--- src/rtl/rnd_hex_source_pkg.sv ---
// Shared constants, state type and LFSR step function for the random hex source.
package rnd_hex_source_pkg;

  localparam logic [15:0] LFSR_TAPS    = 16'hB400;
  localparam logic [15:0] DEFAULT_SEED = 16'hACE1;

  typedef enum logic {
    ST_IDLE = 1'b0,
    ST_ROLL = 1'b1
  } state_t;

  // One right-shift Galois step; a non-zero state never reaches zero.
  function automatic logic [15:0] lfsr_step(input logic [15:0] cur);
    return {1'b0, cur[15:1]} ^ (cur[0] ? LFSR_TAPS : 16'h0000);
  endfunction

endpackage

--- src/rtl/btn_debounce.sv ---
// Two-flop synchroniser plus counter debouncer for a bouncing push-button.
// Produces the accepted level and one-clock rise/fall pulses aligned with it.
module btn_debounce #(
  parameter int DEB_WIDTH = 16
) (
  input  logic clk,
  input  logic rst_n,
  input  logic i_raw,
  output logic o_level,
  output logic o_rise,
  output logic o_fall
);

  logic                 sync1;
  logic                 sync2;
  logic [DEB_WIDTH-1:0] cnt;

  // NOTE: sequential state uses non-blocking (<=) so every flop samples pre-edge values.
  always_ff @(posedge clk or negedge rst_n) begin
    if (!rst_n) begin
      sync1 <= 1'b0;
      sync2 <= 1'b0;
    end else begin
      sync1 <= i_raw;
      sync2 <= sync1;
    end
  end

  // Any clock where the synced level agrees with the accepted level restarts the count.
  always_ff @(posedge clk or negedge rst_n) begin
    if (!rst_n) begin
      cnt     <= '0;
      o_level <= 1'b0;
      o_rise  <= 1'b0;
      o_fall  <= 1'b0;
    end else begin
      o_rise <= 1'b0;
      o_fall <= 1'b0;
      if (sync2 == o_level) begin
        cnt <= '0;
      end else if (&cnt) begin
        cnt     <= '0;
        o_level <= sync2;
        o_rise  <= sync2;
        o_fall  <= ~sync2;
      end else begin
        cnt <= cnt + DEB_WIDTH'(1);
      end
    end
  end

endmodule

--- src/rtl/rnd_hex_source.sv ---
// Button-driven random value source: rolls through LFSR values while the button
// is held and freezes on a final value, pulsing o_valid, when it is released.
module rnd_hex_source
  import rnd_hex_source_pkg::*;
#(
  parameter logic [15:0] SEED       = 16'hACE1,
  parameter int          DEB_WIDTH  = 16,
  parameter int          ROLL_WIDTH = 22
) (
  input  logic        clk,
  input  logic        rst_n,
  input  logic        i_btn,
  output logic [15:0] o_data,
  output logic        o_valid,
  output logic        o_rolling
);

  localparam logic [15:0] SEED_EFF = (SEED == 16'h0000) ? DEFAULT_SEED : SEED;

  logic                  btn_level;
  logic                  btn_rise;
  logic                  btn_fall;
  logic                  press;
  logic [15:0]           lfsr;
  state_t                state;
  state_t                state_nxt;
  logic [ROLL_WIDTH-1:0] roll_cnt;
  logic [ROLL_WIDTH-1:0] roll_nxt;
  logic [15:0]           data_nxt;
  logic                  valid_nxt;

  btn_debounce #(
    .DEB_WIDTH(DEB_WIDTH)
  ) u_debounce (
    .clk    (clk),
    .rst_n  (rst_n),
    .i_raw  (i_btn),
    .o_level(btn_level),
    .o_rise (btn_rise),
    .o_fall (btn_fall)
  );

  assign press = btn_rise & btn_level;

  // Free-running in every state so the moment of the press picks the sequence point.
  always_ff @(posedge clk or negedge rst_n) begin
    if (!rst_n) begin
      lfsr <= SEED_EFF;
    end else begin
      lfsr <= lfsr_step(lfsr);
    end
  end

  // NOTE: every always_comb output gets a default first so no path infers a latch.
  always_comb begin
    state_nxt = state;
    roll_nxt  = roll_cnt;
    data_nxt  = o_data;
    valid_nxt = 1'b0;
    case (state)
      ST_IDLE: begin
        if (press) begin
          state_nxt = ST_ROLL;
          roll_nxt  = '0;
          data_nxt  = lfsr;
        end
      end
      ST_ROLL: begin
        roll_nxt = roll_cnt + ROLL_WIDTH'(1);
        // Release wins over a coincident roll wrap: one load, and the final value is flagged.
        if (btn_fall) begin
          state_nxt = ST_IDLE;
          data_nxt  = lfsr;
          valid_nxt = 1'b1;
        end else if (&roll_cnt) begin
          data_nxt = lfsr;
        end
      end
      default: state_nxt = ST_IDLE;
    endcase
  end

  always_ff @(posedge clk or negedge rst_n) begin
    if (!rst_n) begin
      state     <= ST_IDLE;
      roll_cnt  <= '0;
      o_data    <= 16'h0000;
      o_valid   <= 1'b0;
      o_rolling <= 1'b0;
    end else begin
      state     <= state_nxt;
      roll_cnt  <= roll_nxt;
      o_data    <= data_nxt;
      o_valid   <= valid_nxt;
      o_rolling <= (state_nxt == ST_ROLL);
    end
  end

endmodule

--- config.mk ---
export PLATFORM = sky130hd
export DESIGN_NAME = rnd_hex_source
export DESIGN_NICKNAME = d
export VERILOG_FILES = /design/src/rtl/rnd_hex_source_pkg.sv /design/src/rtl/btn_debounce.sv /design/src/rtl/rnd_hex_source.sv
export SDC_FILE = /design/constraint.sdc
export NUM_CORES = 1
export LEC_CHECK = 0
export CORE_MARGIN = 5
export CORE_UTILIZATION = 55
export DETAILED_ROUTE_END_ITERATION = 7
export DONT_BUFFER_PORTS = 1
export GPL_TIMING_DRIVEN = 0
export PLACE_DENSITY = 0.7
export SLEW_MARGIN = 10
export SYNTH_ARGS = -nofsm -noshare
export SYNTH_HDL_FRONTEND = slang
export SYNTH_HIERARCHICAL = 1
export SYNTH_SLANG_ARGS = --single-unit
--- constraint.sdc ---
create_clock -name clk -period 4.4 [get_ports clk]
set_input_delay 0.44 -clock clk [delete_from_list [all_inputs] [get_ports clk]]
set_output_delay 0.44 -clock clk [all_outputs]
set_load 0.1 [all_outputs]
==> flow_summary.json, run 1 <==
{
  "routed_wl_um": 5510,
  "ys.flop_type": "dfrtp_1",
  "first_pass_iters": 4,
  "slowest_stage": "dfrtp_1",
  "period_share_pct": 58.9,
  "place.gp.congestion": 0.762,
  "core_area_mm2": 0.00585,
  "fin_tns_setup_ps": 0,
  "nets": 275,
  "cts_buffer_depth": 2,
  "cp_top_family": "compound AO/OA/AOI/OAI gates",
  "reg2reg_depth": 5,
  "drt_iter0_drc": 65,
  "cp_max_fo": 10,
  "drc": 0,
  "avgSynthCellArea_um2": 12.7,
  "start_kind": "register",
  "drv_slew": 0,
  "dpl.hpwl_um": 3500,
  "seq_area_frac_synth_pct": 59.3,
  "ios": 21,
  "yosys_warnings": 6,
  "antenna_found_initial": 0,
  "cts_setup_buffers": 0,
  "synth-seq-cells": 77,
  "fp.dieW_um": 87.0,
  "fmax_mhz": 386,
  "yosys.area.top_type_share_pct": 52.9,
  "setup_viol": 0,
  "worst-r2r-setup-slack_ps": 1810,
  "whs_ps": 125,
  "ys_top_cells_by_count": "dfrtp_1, nand2_1, nor2_1, nand3_1",
  "r2r_end": "o_data[10]",
  "critical_path_class": "register to register",
  "hold_viol": 0,
  "holdPathStages": 0,
  "tightest_slew_ps": 1070,
  "powerDensity_mw_per_mm2": 343,
  "start_util_pct": 55.8,
  "yosysMostFrequentCell": "dfrtp_1",
  "grt_pass1_vias": 2038,
  "total_leakage_power_nw": 1.73,
  "yosys-top-cells-area": "dfrtp_1, dfstp_2, mux2_4",
  "worstHoldStart": "i_btn",
  "vias": 1915,
  "cts.sinks": 77,
  "max-slew-margin-rel_pct": 28.8,
  "path_clk_slew_ps": 80,
  "slowest_delay_ps": 800,
  "crit_chain": "a21oi_2 > and4bb_1 > a21oi_4 > buf_8 > mux2_4",
  "clock-root-buffer": "clkbuf_8",
  "h-tree-depth": 3,
  "fin_crit_ps": 2590,
  "synth_top_area_cell": "dfrtp_1",
  "io_buffers": 0,
  "r2r_start": "state",
  "die_y_um": 87.0,
  "ir_drop_mv": 0.259,
  "via_per_inst": 5.47,
  "die_area_mm2": 0.00758,
  "wl_per_cell_um": 15.7,
  "syn_nets": 262,
  "synthArstFlopShare_pct": 100,
  "post_cts_resized": 0,
  "gr-total-overflow": 0,
  "postSynthCellCount": 257,
  "syn2layout_area_growth_pct": 9.70,
  "final_layout_size_suffix_gt1_share_pct": 18.9,
  "status": "completed",
  "cts_tree": "yes",
  "grt_max_degree": 78,
  "crit_buf_inv": 1,
  "clock_latency_ps": 350,
  "gr-usage-all-layers_pct": 17.2,
  "cp.arrival_ps": 2820,
  "cts_hold_buffers": 2,
  "cts_inserted_buffers": 9,
  "rsz0062_at_grt": "false",
  "crit_required_ps": 4630,
  "rows": 28,
  "holdCritPathClass": "primary input to register",
  "maxCapViolations": 0,
  "postRouteAntennaNets": 0,
  "ys_types": 45,
  "min_to": "u_debounce/sync1",
  "grt_first_pass_wirelength_um": 9990,
  "synth_edf_count": 0,
  "diodes": 0,
  "fill_cells": 456,
  "worst_setup_path_end_kind": "register",
  "clock_skew_ps": 11.2,
  "syn_area_mm2": 0.00326
}
## power by group
part           internal (mW)  total [mW]  leakage [nW]  switching [mW]
combinational        0.00704      0.0263         0.595          0.0192
clock                  0.226       0.488        0.0941           0.262
sequential             0.711       0.714          1.04         0.00366
total                  0.944        1.23          1.73           0.285
## how the worst max path moves through the flow
stage / startpoint / end / slack, ps / cells after the start
global route: state / o_data[13] / 1690 / 5
floorplan: state / o_data[0] / 2080 / 5
CTS: state / o_data[10] / 1780 / 5
global placement: state / o_data[1] / 1780 / 5
finish: state / o_data[10] / 1810 / 5
detailed placement: state / o_data[2] / 1800 / 5
## flip-flops by register name, indices dropped and copies added (netlist names), 16 cells and up
name,count
lfsr,16
o_data,16
roll_cnt,22
u_debounce/cnt,16
## metal layers
layer  vias to the layer above  GRT usage, %  routed length [um]
met2                        21          25.3                2510
met5                         -             0                   0
met4                         0          9.35                 103
li1                        949             -                   -
met1                       935          23.0                2690
met3                        10          4.92                 202
## kinds of logic (layout without fill, tap and decap cells)
logic type,count (synthesis),in the layout,share of synthesized area (%)
buffers and inverters,9,27,1.61
xor gates and xnor gates,18,18,4.83
adders and majority gates,2,2,0.766
DFF,77,77,59.3
and+or+nand+nor,99,99,17.6
AOI/OAI and AO/OA,23,23,5.21
muxes,29,29,10.7
## layout make-up
cell class / count / area [um^2] / share of cell area [%]
well taps: 75 / 93.8 / 2.62
clock buffers: 11 / 141 / 3.95
plain buffers: 5 / 37.5 / 1.05
multi-input cells: 171 / 1270 / 35.6
repair buffers: 2 / 37.5 / 1.05
clock inverters: 5 / 43.8 / 1.22
inverters: 4 / 15.0 / 0.419
flip-flops and latches: 77 / 1940 / 54.1
## through the flow
stage               cells  setup slack, ps  power, mW  util [%]  cell area [um^2]
floorplan             257             2080      0.735         -              3260
global placement      332             1780      0.738      57.4              3360
detailed placement    332             1800      0.738      57.4              3360
CTS                   350             1780       1.25      61.2              3580
global route          350             1690       1.29      61.2              3580
finish                350             1810       1.23      61.2              3580
## placed cells by master, fill, tap and decap left out, drive strengths merged, types with 5 or more instances in the layout
cell type	instances
inv	5
nor2	18
mux2	17
a21oi	6
and3	8
and4	6
mux2i	12
o21ai	5
clkbuf	14
nand4	10
xor2	12
dfstp	8
nand3	13
dfrtp	69
xnor2	6
nand2	26
Note: power is estimated with default switching activity, not from simulation.
==> run 2: changes to the inputs <==
- ABC_AREA: not set -> 1
- clock period: 4.4 -> 2.61 ns (I/O delays scaled with it)
==> flow_summary.json, run 2 <==
{
  "max-slew-margin-rel_pct": 39.0,
  "syn_area_mm2": 0.00350,
  "largest_reg_flops": 22,
  "vias": 2597,
  "ys.flop_type": "dfrtp_1",
  "first_pass_iters": 4,
  "fin_tns_setup_ps": 0,
  "via_per_inst": 5.14,
  "yosys_warnings": 6,
  "clock-root-buffer": "clkbuf_8",
  "drt_iter0_drc": 99,
  "die_y_um": 89.8,
  "critical_path_class": "register to register",
  "final_layout_size_suffix_gt1_share_pct": 12.4,
  "total_power_mw": 2.14,
  "cts_inserted_buffers": 9,
  "diodes": 0,
  "yosys.area.top_type_share_pct": 49.3,
  "dpl_worst_slack_ps": 337,
  "clock_skew_ps": 9.20,
  "crit_required_ps": 2840,
  "regMostFlops": "roll_cnt",
  "total_leakage_power_nw": 1.82,
  "rows": 29,
  "mostFrequentLayoutCell": "nand2_1",
  "avgSynthCellArea_um2": 8.57,
  "final_cell_mix": "nand2_1, dfrtp_1, nor2_1",
  "path_clk_slew_ps": 80,
  "h-tree-depth": 3,
  "synth_edf_count": 0,
  "grt_pass1_vias": 2453,
  "dpl.hpwl_um": 4570,
  "start_kind": "register",
  "rsz0062_at_grt": "false",
  "final_area_mm2": 0.00385,
  "gr-total-overflow": 0,
  "postRouteAntennaNets": 0,
  "place.gp.congestion": 0.885,
  "syn2layout_area_growth_pct": 9.78,
  "drc": 0,
  "fin_crit_ps": 2250,
  "ys_top_cells_by_count": "nand2_1, dfrtp_1, nor2_1, inv_1, nand3_1",
  "synth_top_area_cell": "dfrtp_1",
  "powerDensity_mw_per_mm2": 558,
  "yosys-top-cells-area": "dfrtp_1, nand2_1, dfstp_2",
  "status": "completed",
  "ys_types": 33,
  "gr-usage-all-layers_pct": 17.0,
  "hold_viol": 0,
  "wl_per_cell_um": 13.1,
  "worst_slack_ps": 361,
  "ir_drop_mv": 0.570,
  "fp.dieW_um": 89.8,
  "maxCapViolations": 0,
  "worst_setup_path_end_kind": "register",
  "tightest_slew_ps": 915,
  "yosysMostFrequentCell": "nand2_1",
  "io_buffers": 0,
  "grt_max_degree": 78,
  "grt_first_pass_wirelength_um": 11300,
  "fmax_mhz": 445,
  "cp.arrival_ps": 2480,
  "period_share_pct": 86.2,
  "synth-seq-cells": 77,
  "seq_area_frac_synth_pct": 55.3,
  "holdCritPathClass": "register to register",
  "postSynthCellCount": 409,
  "core_area_mm2": 0.00628,
  "cts_buffer_depth": 2,
  "dpl_cell_area_mm2": 0.00360,
  "setup_viol": 0,
  "start_util_pct": 55.8,
  "cts.sinks": 77,
  "nets": 428,
  "syn_nets": 414,
  "cts_tree": "yes",
  "cp_max_fo": 10,
  "post_cts_resized": 0,
  "clock_latency_ps": 350,
  "routed_wl_um": 6630,
  "drv_slew": 0,
  "ios": 21,
  "synthArstFlopShare_pct": 100,
  "die_area_mm2": 0.00807,
  "antenna_found_initial": 0
}
[run 2: cell count changes in the layout (fill, tap and decap cells not counted), sizes merged, moves of 12 or more]
cell | before | now
nand2 | 26 | 128
nor2 | 18 | 64
inv | 5 | 43
nand3 | 13 | 37
mux2 | 17 | 0
mux2i | 12 | 0
[run 2: kinds of logic (layout without fill, tap and decap cells)]
logic type                 Yosys count  after routing  synth area share (%)
adders and majority gates            2              2                 0.714
AOI/OAI and AO/OA                   29             29                  4.57
buffers and inverters               47             66                  5.64
xor gates and xnor gates            11             11                  2.75
DFF                                 77             77                  55.3
and+or+nand+nor                    243            243                  31.1
[run 2: metal layers]
metal  vias to the layer above  track usage [%]  share of wire, %
li1                       1316                -                 -
met3                        12             3.42               4.3
met1                      1210             22.6                46
met5                         -                0                 0
met2                        59             26.3                48
met4                         0             9.07               2.0
[run 2: path summary, 6_finish.rpt]
| path | slack [ps] | to | startpoint | cells past startpoint |
|---|---|---|---|---|
| min in group asynchronous | 470 | roll_cnt[2] | rst_n | 2 |
| setup / recovery | 360 | o_data[11] | state | 8 |
| hold reg to reg | 350 | u_debounce/sync2 | u_debounce/sync1 | 0 |
| max in group asynchronous | 1800 | lfsr[5] | rst_n | 2 |
| setup reg to reg | 360 | o_data[11] | state | 8 |
| hold / removal | 350 | u_debounce/sync2 | u_debounce/sync1 | 0 |
[run 2: final cells by class]
| type | count | area (um^2) |
|---|---|---|
| fill | 549 | 2430 |
| sequential | 77 | 1940 |
| multi-input combinational | 285 | 1370 |
| inverter | 41 | 154 |
| clock buffer | 10 | 128 |
| tap | 77 | 96.3 |
| clock inverter | 6 | 71.3 |
| timing repair buffer | 3 | 47.5 |
| buffer | 6 | 43.8 |
[run 2: worst max-delay path, cell delays in order (launching register included)]
cell and delay [ps]:
dfrtp_1 930, buf_2 360, inv_1 170, nand2_1 130, buf_4 190, nand2_4 90
buf_6 140, nand2_1 50, nand2_1 70
[run 2: stage by stage]
| stage | util [%] | hold slack, ps | std cells |
|---|---|---|---|
| global placement | 57.4 | -31.4 | 486 |
| global route | 61.3 | 362 | 505 |
| floorplan | - | -34.6 | 409 |
| detailed placement | 57.4 | -31.8 | 486 |
| finish | 61.3 | 347 | 505 |
| CTS | 61.3 | 350 | 505 |
[run 2: timing repair]
item	CTS	global route
hold endpoints to repair	78	0
buffers inserted	0	0
hold buffers	3	0
[run 2: report_power, final]
| group | switching [mW] | leakage [nW] | total, mW | internal (mW) |
|---|---|---|---|---|
| Clock | 0.449 | 0.0988 | 0.901 | 0.452 |
| Combinational | 0.0318 | 0.678 | 0.0420 | 0.0102 |
| Sequential | 0.00406 | 1.04 | 1.20 | 1.20 |
| Total | 0.485 | 1.82 | 2.14 | 1.66 |
